## src/rtl/prog_loader_uart.sv

```systemverilog
// prog_loader_uart
//   Serial program loader. Receives a framed 8N1 byte stream on rx and writes
//   the payload into the 4096x8 program memory. The processor is held in
//   reset (cpu_hold) while a load runs and after a failed one.
//
//   Frame: SYNC_BYTE, LEN_HI (upper nibble 0), LEN_LO, len+1 data bytes,
//   checksum (8-bit sum of the data bytes).
//
// Ports
//   clk        system clock, rising edge
//   reset      asynchronous, active-high reset
//   rx         UART line, idles high, 8N1, LSB first
//   mem_we     program-memory write strobe, one cycle per data byte
//   mem_addr   program-memory write address (held between writes)
//   mem_wdata  program-memory write data (held between writes)
//   cpu_hold   processor reset: high while loading or after a failed load
//   busy       high from SYNC_BYTE acceptance until checksum evaluation
//   done       sticky: last load completed with a good checksum
//   error      sticky: last load failed (framing, header or checksum)
//
// Internal handshake: byte_valid and frame_err are single-cycle pulses from
// the receiver; the loader consumes them in the cycle they are high, with no
// back-pressure (the loader is always ready).
module prog_loader_uart #(
  parameter int         CLKS_PER_BIT = 16,
  parameter logic [7:0] SYNC_BYTE    = 8'hA5
) (
  input  logic        clk,
  input  logic        reset,
  input  logic        rx,
  output logic        mem_we,
  output logic [11:0] mem_addr,
  output logic [7:0]  mem_wdata,
  output logic        cpu_hold,
  output logic        busy,
  output logic        done,
  output logic        error
);

  localparam int             CW   = $clog2(CLKS_PER_BIT);
  localparam logic [CW-1:0]  FULL = CW'(CLKS_PER_BIT - 1);
  localparam logic [CW-1:0]  HALF = CW'(CLKS_PER_BIT / 2 - 1);

  // ---------------------------------------------------------------------
  // rx synchronizer (idles high, so reset to 1)
  // ---------------------------------------------------------------------
  logic rx_s1, rx_s;

  always_ff @(posedge clk or posedge reset) begin
    if (reset) begin
      rx_s1 <= 1'b1;
      rx_s  <= 1'b1;
    end else begin
      rx_s1 <= rx;
      rx_s  <= rx_s1;
    end
  end

  // ---------------------------------------------------------------------
  // Receiver FSM
  // ---------------------------------------------------------------------
  typedef enum logic [1:0] {R_IDLE, R_START, R_DATA, R_STOP} r_state_t;

  r_state_t      r_state;
  logic [CW-1:0] cnt;
  logic [2:0]    bit_idx;
  logic [7:0]    shift;
  logic          byte_valid;
  logic          frame_err;

  always_ff @(posedge clk or posedge reset) begin
    if (reset) begin
      r_state    <= R_IDLE;
      cnt        <= '0;
      bit_idx    <= '0;
      shift      <= '0;
      byte_valid <= 1'b0;
      frame_err  <= 1'b0;
    end else begin
      byte_valid <= 1'b0;
      frame_err  <= 1'b0;
      case (r_state)
        R_IDLE: begin
          if (!rx_s) begin
            cnt     <= HALF;
            r_state <= R_START;
          end
        end
        R_START: begin
          // Re-sample mid start bit; a high line here was a glitch.
          if (cnt == '0) begin
            if (rx_s) begin
              r_state <= R_IDLE;
            end else begin
              cnt     <= FULL;
              bit_idx <= '0;
              r_state <= R_DATA;
            end
          end else begin
            cnt <= cnt - 1'b1;
          end
        end
        R_DATA: begin
          if (cnt == '0) begin
            shift <= {rx_s, shift[7:1]};
            cnt   <= FULL;
            if (bit_idx == 3'd7) r_state <= R_STOP;
            else                 bit_idx <= bit_idx + 1'b1;
          end else begin
            cnt <= cnt - 1'b1;
          end
        end
        R_STOP: begin
          if (cnt == '0) begin
            if (rx_s) byte_valid <= 1'b1;
            else      frame_err  <= 1'b1;
            r_state <= R_IDLE;
          end else begin
            cnt <= cnt - 1'b1;
          end
        end
        default: r_state <= R_IDLE;
      endcase
    end
  end

  // ---------------------------------------------------------------------
  // Loader FSM
  // ---------------------------------------------------------------------
  typedef enum logic [2:0] {L_IDLE, L_LEN_HI, L_LEN_LO, L_DATA, L_CSUM} l_state_t;

  l_state_t    l_state;
  logic [11:0] len;
  logic [11:0] addr;   // next write address; mem_addr keeps the last one
  logic [7:0]  sum;

  always_ff @(posedge clk or posedge reset) begin
    if (reset) begin
      l_state   <= L_IDLE;
      len       <= '0;
      addr      <= '0;
      sum       <= '0;
      mem_we    <= 1'b0;
      mem_addr  <= '0;
      mem_wdata <= '0;
      cpu_hold  <= 1'b0;
      busy      <= 1'b0;
      done      <= 1'b0;
      error     <= 1'b0;
    end else begin
      mem_we <= 1'b0;
      if (l_state == L_IDLE) begin
        // Framing errors between loads are line noise, not a failed load.
        if (byte_valid && shift == SYNC_BYTE) begin
          cpu_hold <= 1'b1;
          busy     <= 1'b1;
          done     <= 1'b0;
          error    <= 1'b0;
          addr     <= '0;
          sum      <= '0;
          l_state  <= L_LEN_HI;
        end
      end else if (frame_err) begin
        busy     <= 1'b0;
        cpu_hold <= 1'b1;
        error    <= 1'b1;
        l_state  <= L_IDLE;
      end else if (byte_valid) begin
        case (l_state)
          L_LEN_HI: begin
            if (shift[7:4] != 4'h0) begin
              busy     <= 1'b0;
              cpu_hold <= 1'b1;
              error    <= 1'b1;
              l_state  <= L_IDLE;
            end else begin
              len[11:8] <= shift[3:0];
              l_state   <= L_LEN_HI == l_state ? L_LEN_LO : l_state;
            end
          end
          L_LEN_LO: begin
            len[7:0] <= shift;
            l_state  <= L_DATA;
          end
          L_DATA: begin
            mem_we    <= 1'b1;
            mem_addr  <= addr;
            mem_wdata <= shift;
            sum       <= sum + shift;
            addr      <= addr + 1'b1;
            // Exit on the write at address len, before addr could wrap.
            if (addr == len) l_state <= L_CSUM;
          end
          L_CSUM: begin
            busy <= 1'b0;
            if (shift == sum) begin
              done     <= 1'b1;
              cpu_hold <= 1'b0;
            end else begin
              error    <= 1'b1;
              cpu_hold <= 1'b1;
            end
            l_state <= L_IDLE;
          end
          default: l_state <= L_IDLE;
        endcase
      end
    end
  end

endmodule
```

## config.mk

```make
export PLATFORM = sky130hd
export DESIGN_NAME = prog_loader_uart
export DESIGN_NICKNAME = d
export VERILOG_FILES = /design/src/rtl/prog_loader_uart.sv
export SDC_FILE = /design/constraint.sdc
export NUM_CORES = 1
export LEC_CHECK = 0
export CAP_MARGIN = 20
export CORE_ASPECT_RATIO = 0.6
export CORE_MARGIN = 2
export CORE_UTILIZATION = 30
export DETAILED_ROUTE_END_ITERATION = 7
export SETUP_SLACK_MARGIN = 0.4
export SYNTH_ARGS = -nofsm -noshare
export SYNTH_HDL_FRONTEND = slang
export SYNTH_SLANG_ARGS = --single-unit
export TNS_END_PERCENT = 10
```

## constraint.sdc

```tcl
create_clock -name clk -period 3.3 [get_ports clk]
set_clock_uncertainty 0.15 [all_clocks]
set_input_delay 0.66 -clock clk [delete_from_list [all_inputs] [get_ports clk]]
set_output_delay 0.66 -clock clk [all_outputs]
set_load 0.005 [all_outputs]
```

# Word level (Yosys, flattened, before mapping)
# Index checks and enable logic that the tools add are counted.
# op_classes
add_sub_neg	4
eq_ne	27
n_mux	69
bitwise	3
n_reduce_logical	24
# op_table
op	count
2-to-1 mux 12 bit	5
2-to-1 mux 8 bit	5
2-to-1 mux 3 bit	11
2-to-1 mux 1 bit	30
AND reduction 5 bit	5
2-to-1 mux 4 bit	5
AND reduction 4 bit	5
inequality test 2 bit, second input constant	8
one-hot mux 4 bit (4 select lines)	1
adder 12 x 1 -> 12 bit, second input constant	1
equality test 12 bit	1
2-to-1 mux 2 bit	6
inequality test 4 bit, second input constant	3
nonzero test 2 bit	5
one-hot mux 3 bit (3 select lines)	1
adder 8 bit	1
equality test 8 bit	1
equality test 8 bit, second input constant	1
one-hot mux 2 bit (4 select lines)	1
nonzero test 4 bit	2
equality test 3 x 2 -> 1 bit, second input constant	2
equality test 3 bit, second input constant	2
one-hot mux 1 bit (2 select lines)	3
one-hot mux 3 bit (2 select lines)	1
17 further kinds	21
# totals
register_bits	81
input_bits	3
output_inout_bits	25
elab_cells	147

# Longest topological paths before layout
# depth
word_depth	7
mapped_depth	9

# Worst setup path after synthesis
# OpenSTA, ideal clock, no wires.
# synth_path
kind	register to register
from	register cnt[0]
to	register shift[0]
arrival_time_ns	1.896
t_required_ns	3.025
path_slack_ns	1.129
stages_incl_launch_ff	7
n_path_buf	1
synth_period_minus_slack_ns	2.171
cell_sequence	dfrtp_1 -> inv_1 -> ha_1 -> nor3b_1 -> and2_1 -> clkbuf_1 -> mux2_2
# synth_between
elab_chain_cells	2
# synth_lines
element	line	text
start: declaration	65	logic [CW-1:0] cnt;
start signal: assignment	100	cnt <= cnt - 1'b1;
start signal: assignment	110	cnt <= cnt - 1'b1;
start signal: assignment	119	cnt <= cnt - 1'b1;
logical NOT 4 bit	104	if (cnt == '0) begin
AND reduction 2 bit (no line)	-	
end signal: assignment	105	shift <= {rx_s, shift[7:1]};
end: declaration	67	logic [7:0] shift;
# No other way between the ends.
# A chain may end at the register's enable or synchronous reset.

# Worst setup path in the final report
# layout_path
from	register l_state[2]
to	register addr[8]
# layout_between
elab_chain_cells	3
elab_cells_between_ends	8
classes_between	3 x eq/ne; 1 x mux; 4 x reduce/logical
# layout_lines
element	line	text
start: declaration	132	l_state_t l_state;
start signal: assignment	178	l_state <= L_LEN_HI == l_state ? L_LEN_LO : l_state;
logical NOT 3 bit or equality test 3 x 2 -> 1 bit (tied branches)	152, 169	
inequality test 2 x 1 -> 1 bit (no line) or nonzero test 2 bit (tied branches)	-	
AND reduction 4 bit (no line)	-	
end signal: assignment	190	addr <= addr + 1'b1;
end: declaration	134	logic [11:0] addr;
# Parallel ways exist; a longest one is shown, timed or not.

==> flow_summary.ini <==
[worst_setup_path]
endpoint = addr[8]
reg2reg_from = l_state[2]
critPathMaxStageDelay_ns = 0.48
path_cells = or3b_4 > or2_4 > clkinv_4 > nand4_4 > or3_1 > a21oi_1
crit_type = register to register
startpoint = l_state[2]
crit_path_end_kind = register
timing.rr.end = addr[8]
slowest_stage = dfrtp_1
rrSetupSlack_ns = 0.76
cp-start-kind = register
crit_cells = 6
crit_family = simple AND/OR/NAND/NOR gates
required_ns = 3.41
crit_fanout = 39
crit_arrival_ns = 2.65
crit_buf_inv = 1
rr_worst_depth = 6

[synth]
yosys.area.top_type = dfrtp_1
syn_avg_cell_area_sq_um = 9.969
synthArstFlopShare_pct = 100.0
synth_edf_count = 0
synth_warnings = 0
synthFlopType = dfrtp_1
synth_area_sq_mm = 0.003958
yosysTopAreaCellShare_pct = 49.95
ys_seq_elements = 81
syn_nets = 418
synthesis.instances = 397
yosysSeqAreaShare_pct = 51.28
synth_area_leaders = dfrtp_1 50%, nand2_1 8.5%, mux2_2 5.4%
ys_types = 51

[clocking]
cts_setup_buffers = 0
cts_hold_buf = 0
clock_sinks = 81
root_buffer = clkbuf_16
cts_max_level = 3
clock_latency_ns = 0.34
cts_inserted_buffers = 9
cts_buffer_depth = 2
cts_tree = built
cts-resized-gates = 0
clk_pin_slew_worst_paths_ns = 0.06

[layout]
n_fill_cell = 1257
nets = 444
multiInputGateArea_sq_mm = 0.001805
final_cell_area_sq_mm = 0.004738
diodes = 0
final_cell_mix = 90 x nand2_1, 79 x dfrtp_1, 27 x o21ai_0, 27 x clkdlybuf4s50_1, 23 x nor2_1
mostFrequentLayoutCell = nand2_1
area_growth_pct = 19.73
drive_above_1_share_pct = 11.48
regArea_sq_mm = 0.002029

[global_route]
grt_use_total_pct = 13.75
grt_pass1_vias = 2933
grt_antenna_before_repair = 0
grt_max_degree = 53
grt_overflow = 0
grt_pass1_wl_um = 15380

[detailed_routing]
drc = 0
routedWlPerCell_um = 14.84
ant_nets = 0
drtPass1Iterations = 5
totalWireLength_um = 8861
drt_iter0_markers = 189
vias = 2911
vias_per_cell = 4.876

[timing]
fmax_mhz = 394.4
finalHoldViolCount = 0
final_max_slew_viol_count = 0
rsz0062_at_grt = false
worst_pin_slew_ns = 1.016
finalSetupViolations = 0
fin_crit_sh_pct = 76.83
whs_ns = 0.2047
fin_ws_ns = 0.7647
min_period_ns = 2.535
slew_headroom_pct = 31.69
tns_ns = 0

[power_and_ir_drop]
powerDensity_mw_per_mm2 = 536.4
irDropWorstVdd_uv = 233.6
p_total_mw = 2.542
leakage_nw = 2.215

[die]
initial_core_util_pct = 30.79
io_pins = 28
rows = 32
fp.dieH_um = 92.97
die_w_um = 152.3
die_area_sq_mm = 0.01416
core_area_sq_mm = 0.01285

[status]
status = completed

[placed_design]
postPlaceCellArea_sq_mm = 0.004419
place.gp.congestion = 0.8330
port_buffers = 27
place_ws_ns = 0.7782
hpwl_um = 6249

[worst_hold_path]
hp-class = register to register

[job]
max_cap_viol_count = 0
registers in the layout, indices dropped and copies added, names as in the netlist, 3 cells and up, named ones only:
register and flops:
addr 12, len 12, mem_addr 12, mem_wdata 8, shift 8, sum 8
cnt 4, bit_idx 3, l_state 3
area by class of cell:
| type | count | area share (%) |
|---|---|---|
| Sequential cell | 81 | 42.83 |
| Multi-Input combinational cell | 285 | 38.10 |
| Timing Repair Buffer | 30 | 6.443 |
| Clock buffer | 10 | 5.044 |
| Tap cell | 170 | 4.489 |
| Clock inverter | 5 | 1.690 |
| Inverter | 16 | 1.400 |
synth_stat cells (3+ instances only):
cell,n
a31oi_1,3
xnor2_1,16
inv_1,15
nor4_1,4
a21oi_1,14
nor2_1,23
xor2_1,10
nor3_1,4
o22ai_1,5
a22oi_1,3
or3_1,4
nand3_1,5
nand4_1,7
dfrtp_1,79
o21ai_0,27
nand2_1,90
ha_1,17
clkbuf_1,14
mux2_2,19
stage by stage:
step / util [%] / instances
after floorplan: - / 397
after global placement: 34.38 / 582
after detailed placement: 34.38 / 582
after CTS: 36.87 / 597
after global routing: 36.87 / 597
final: 36.87 / 597
cell families (layout without fill, tap and decap cells):
logic type	count (synthesis)	count (layout)	synth area share, %
compound gates	63	63	9.200
buf+inv	31	61	3.098
xor+xnor	26	26	5.754
fa+ha+maj	18	18	5.880
simple gates	157	157	18.87
flops	81	81	51.28
mux	21	21	5.912
where the power goes:
part	total (mW)	internal, mW	switching (mW)	leakage [nW]
combinational	0.380	0.145	0.235	0.952
sequential	1.09	1.04	0.0503	1.11
clock	1.07	0.677	0.395	0.151
total	2.54	1.86	0.680	2.22
routing by layer:
metal	vias to the layer above	share of wire, %	track usage, %
met5	-	0	0
met2	70	39	18.84
met3	9	6.3	4.165
met4	0	1.2	3.972
met1	1426	53	20.57
li1	1406	-	-
how the worst min path moves through the flow:
stage,startpoint,end,slack [ns],depth (start not counted)
floorplan,rx_s1,rx_s,0.20,0
global placement,rx_s1,rx_s,0.20,0
detailed placement,rx_s1,rx_s,0.20,0
CTS,rx_s1,rx_s,0.21,0
global route,rx_s1,rx_s,0.21,0
finish,rx_s1,rx_s,0.20,0
Power figures use the tool's default switching activity.
